[config.mk]
export PLATFORM = sky130hd
export DESIGN_NAME = hex_display_scanner
export DESIGN_NICKNAME = d
export VERILOG_FILES = /design/src/rtl/hex_display_scanner.sv
export SDC_FILE = /design/constraint.sdc
export NUM_CORES = 1
export LEC_CHECK = 0
export ABC_AREA = 0
export CORE_ASPECT_RATIO = 0.9
export CORE_UTILIZATION = 37
export CTS_CLUSTER_SIZE = 25
export DETAILED_ROUTE_END_ITERATION = 7
export MAX_ROUTING_LAYER = met4
export PLACE_DENSITY = 0.58
export SLEW_MARGIN = 20
export SYNTH_ARGS = -nofsm -noshare
export SYNTH_HDL_FRONTEND = slang
export SYNTH_SLANG_ARGS = --single-unit
[constraint.sdc]
create_clock -name clk -period 5.5 [get_ports clk]
set_clock_uncertainty 0.1 [all_clocks]
set_input_delay 1.1 -clock clk [delete_from_list [all_inputs] [get_ports clk]]
set_output_delay 1.1 -clock clk [all_outputs]
set_load 0.02 [all_outputs]
[src/rtl/hex_display_scanner.sv]
// Time-multiplexed hex scanner for common-anode seven-segment digits.
// Define HEX_SCAN_LZB_EN to enable leading-zero blanking.
module hex_display_scanner #(
    parameter int NUM_DIGITS   = 4,
    parameter int REFRESH_DIV  = 100000,
    parameter int BLANK_CYCLES = 1000
) (
    input  logic                    clk,
    input  logic                    rst,
    input  logic [4*NUM_DIGITS-1:0] value_in,
    input  logic                    load_valid,
    output logic                    load_ready,
    output logic [3:0]              digit_nibble,
    output logic [NUM_DIGITS-1:0]   anode_n,
    output logic                    frame_done
);

    localparam int PH_W  = $clog2(REFRESH_DIV);
    localparam int IDX_W = (NUM_DIGITS > 1) ? $clog2(NUM_DIGITS) : 1;

    localparam logic [PH_W-1:0]  PH_MAX   = PH_W'(REFRESH_DIV - 1);
    localparam logic [PH_W-1:0]  PH_BLANK = PH_W'(BLANK_CYCLES);
    localparam logic [IDX_W-1:0] IDX_MAX  = IDX_W'(NUM_DIGITS - 1);

    logic [PH_W-1:0]         ph_q, ph_d;
    logic [IDX_W-1:0]        idx_q, idx_d;
    logic [4*NUM_DIGITS-1:0] shadow_q, shadow_d;
    logic [NUM_DIGITS-1:0]   anode_n_q, anode_n_d;
    logic [3:0]              nibble_q, nibble_d;
    logic                    frame_done_q, frame_done_d;

    logic                    ph_wrap;
    logic                    boundary;
    logic [NUM_DIGITS-1:0]   lit;

    always_comb begin
        ph_wrap  = (ph_q == PH_MAX);
        boundary = ph_wrap && (idx_q == IDX_MAX);
        load_ready = boundary && !rst;

        ph_d = ph_wrap ? '0 : ph_q + 1'b1;

        idx_d = idx_q;
        if (ph_wrap) begin
            idx_d = (idx_q == IDX_MAX) ? '0 : idx_q + 1'b1;
        end

        shadow_d = shadow_q;
        if (boundary && load_valid) begin
            shadow_d = value_in;
        end

        frame_done_d = boundary;
    end

`ifdef HEX_SCAN_LZB_EN
    // A digit stays dark when it and every digit above it are zero.
    always_comb begin
        logic nz;
        nz  = 1'b0;
        lit = '0;
        for (int k = NUM_DIGITS - 1; k >= 0; k--) begin
            nz     = nz | (|shadow_d[4*k +: 4]);
            lit[k] = nz | (k == 0);
        end
    end
`else
    always_comb begin
        lit = '1;
    end
`endif

    // Outputs are computed from next-state so they line up with ph/idx.
    always_comb begin
        anode_n_d = '1;
        if (ph_d >= PH_BLANK) begin
            for (int k = 0; k < NUM_DIGITS; k++) begin
                if (idx_d == IDX_W'(k) && lit[k]) begin
                    anode_n_d[k] = 1'b0;
                end
            end
        end
        nibble_d = shadow_d[4*idx_d +: 4];
    end

    always_ff @(posedge clk) begin
        if (rst) begin
            ph_q         <= '0;
            idx_q        <= '0;
            shadow_q     <= '0;
            anode_n_q    <= '1;
            nibble_q     <= '0;
            frame_done_q <= 1'b0;
        end else begin
            ph_q         <= ph_d;
            idx_q        <= idx_d;
            shadow_q     <= shadow_d;
            anode_n_q    <= anode_n_d;
            nibble_q     <= nibble_d;
            frame_done_q <= frame_done_d;
        end
    end

    assign anode_n      = anode_n_q;
    assign digit_nibble = nibble_q;
    assign frame_done   = frame_done_q;

endmodule

==> results.json <==
{
  "endpoint_kind": "output pin",
  "synth_area_per_cell_um2": 8.21,
  "ctsRootBufferMaster": "clkbuf_8",
  "synth_seq_cells": 44,
  "clock.fmax_mhz": 253,
  "synth-edff-count": 0,
  "crit_type": "register to output pin",
  "insertion_delay_ns": 0.30,
  "slew_headroom": 0.508,
  "p_sw_mw": 0.127,
  "synth_top_area_frac": 0.365,
  "std_cell_rows": 27,
  "num-nets-final": 332,
  "finalWeightedCongestion": 0.815,
  "gr-total-overflow": 0,
  "cts_buffer_depth": 2,
  "cts_resized": 0,
  "crit_required_ns": 4.30,
  "grt_pass1_vias": 1870,
  "drc": 0,
  "intPower_mw": 0.497,
  "cts.htree.levels": 2,
  "synth_cell_type_count": 51,
  "hold_path.class": "register to register",
  "instances_no_fill": 399,
  "antenna_found_initial": 0,
  "worst-path-buf-inv": 2,
  "cts_buffers": 5,
  "hold_viol": 0,
  "power_density_nw_per_um2": 219,
  "cp.arrival_ns": 2.75,
  "via_per_inst": 5.14,
  "yosys.area.top_type": "dfxtp_1",
  "critPathSlowestCell": "clkdlybuf4s50_1",
  "synthMostInstantiatedCell": "nand2_1",
  "track_usage": 0.172,
  "grt_start_max_net_pins": 34,
  "die_area_um2": 6850,
  "placed_cells": 391,
  "leakage_nw": 0.953,
  "ctsHoldBuffers": 0,
  "drv_slew": 0,
  "whs_ns": 0.367,
  "num_io_pins": 29,
  "ys.flop_type": "dfxtp_1",
  "final_cell_area_um2": 2850,
  "worstPathCellList": "ha_1 > nand3_1 > nor2_1 > nand2_1 > buf_4 > nor3b_1 > clkdlybuf4s50_1",
  "cpPeakStageDelay_ns": 0.64,
  "syn_area_um2": 2410,
  "postRouteAntennaNets": 0,
  "seq_power_share": 0.518,
  "syn_nets": 315,
  "initial_core_util": 0.388,
  "synthCells": 294,
  "utilization": 0.458,
  "grt_pass1_wl_um": 9010,
  "async_flop_share": 0,
  "ys_seq_area_frac": 0.365,
  "place_hpwl_um": 3540,
  "drv_cap": 0,
  "ys_warn_count": 0,
  "routed_wl_um": 5090,
  "fin_crit_ns": 3.95,
  "netlist_top_cells_area": "dfxtp_1 37%, nand2_1 7.3%, mux2i_1 6.6%",
  "cts_sinks": 44,
  "ir_worst_vdd_v": 0.000124,
  "clkSlewWorstSetupHoldPaths_ns": 0.08,
  "die_y_um": 78.6,
  "worst_pin_slew_ns": 0.738,
  "crit_family": "buffers and inverters",
  "die_w_um": 87.1,
  "drtIter0Drc": 104,
  "areaGrowthSynthToFinish_pct": 18.0,
  "cts_tree": "built",
  "finalCritPeriodShare": 0.718,
  "setup-violations-final": 0,
  "vias": 2050,
  "drive_above_1_share": 0.0737,
  "rsz0062_at_grt": "no",
  "diodes": 0,
  "power_frac_comb": 0.047,
  "p_sw_frac": 0.204,
  "fin_tns_setup_ns": 0,
  "place_area_um2": 2720,
  "crit_fanout": 24,
  "wire_per_inst_um": 12.8,
  "crit_path_start_kind": "register",
  "dr.pass1.iters": 4,
  "p_clk_frac": 0.436,
  "io_buffers": 28,
  "status": "finished clean",
  "core_region_area_um2": 6220,
  "synth_common_cells": "47 x nand2_1, 44 x dfxtp_1, 31 x a21oi_1",
  "post_cts_buffers": 0
}
==> logic make-up (layout without fill, tap and decap cells) <==
family | count (synthesis) | after routing | share of synthesized area
simple gates | 131 | 131 | 0.287
compound gates | 60 | 60 | 0.156
flops | 44 | 44 | 0.365
buf+inv | 23 | 41 | 0.0462
mux | 18 | 18 | 0.0768
xor+xnor | 16 | 16 | 0.0581
fa+ha+maj | 2 | 2 | 0.0104
==> sequential cells by signal (all words and copies together) (netlist names) <==
signal	count
digit_nibble	4
anode_n	4
ph_q	17
idx_q	2
shadow_q	16
frame_done	1
==> per-layer routing <==
metal / routed length [um] / global-route usage / vias to the layer above / share of wire
li1: - / - / 1075 / -
met1: 2650 / 0.237 / 945 / 0.52
met2: 2230 / 0.254 / 25 / 0.44
met3: 132 / 0.0231 / 5 / 0.026
met4: 75 / 0.0689 / 0 / 0.015
met5: 0 / - / - / 0
==> final timing paths <==
kind          startpoint           end  slack (ns)  depth (start not counted)
max              ph_q[0]    load_ready        1.55                          7
min          shadow_q[6]   shadow_q[6]        0.37                          2
max reg2reg      ph_q[0]  shadow_q[14]        2.68                          7
min reg2reg  shadow_q[6]   shadow_q[6]        0.37                          2
==> power groups by stage <==
stage	clock network, mW	registers, mW	logic, mW
finish	0.272	0.323	0.0292
global route	0.290	0.324	0.0324
CTS	0.278	0.323	0.0295
detailed placement	0	0.331	0.0294
global placement	0	0.331	0.0298
floorplan	0	0.330	0.0138
==> cells in the final DEF, fill, tap and decap left out, types with 3 or more instances in the layout <==
| cell type | n |
|---|---|
| nand2_1 | 47 |
| dfxtp_1 | 44 |
| a21oi_1 | 31 |
| clkdlybuf4s50_1 | 28 |
| nor2_1 | 25 |
| mux2i_1 | 16 |
| xnor2_1 | 12 |
| nand3_1 | 11 |
| a211oi_1 | 9 |
| nor2b_1 | 9 |
| clkbuf_8 | 7 |
| nand4_1 | 5 |
| a211o_1 | 5 |
| o211ai_1 | 5 |
| or3_1 | 4 |
| nor3_1 | 4 |
| nand3b_1 | 4 |
| xor2_1 | 4 |
| buf_4 | 3 |
==> worst register-to-register path, stage by stage, from the launching register on <==
cell     delay [ns]
dfxtp_1        0.46
ha_1           0.32
and3_4         0.25
nand3_2        0.14
nor4_2         0.53
nand3_1        0.58
nand2_1        0.24
a21oi_1        0.08
==> metrics by stage <==
| stage | worst slack (ns) | total power [mW] |
|---|---|---|
| finish | 1.55 | 0.625 |
| global route | 1.28 | 0.647 |
| CTS | 1.52 | 0.631 |
| detailed placement | 1.68 | 0.360 |
| global placement | 1.66 | 0.360 |
| floorplan | 2.28 | 0.343 |
==> layout make-up <==
type                            count  area (um^2)
Fill cell                         650         3370
Multi-Input combinational cell    227         1420
Sequential cell                    44          881
Timing Repair Buffer               31          303
Tap cell                           87          109
Clock buffer                        7         96.3
Clock inverter                      1         30.0
Inverter                            2         7.51
Power figures use the tool's default switching activity.
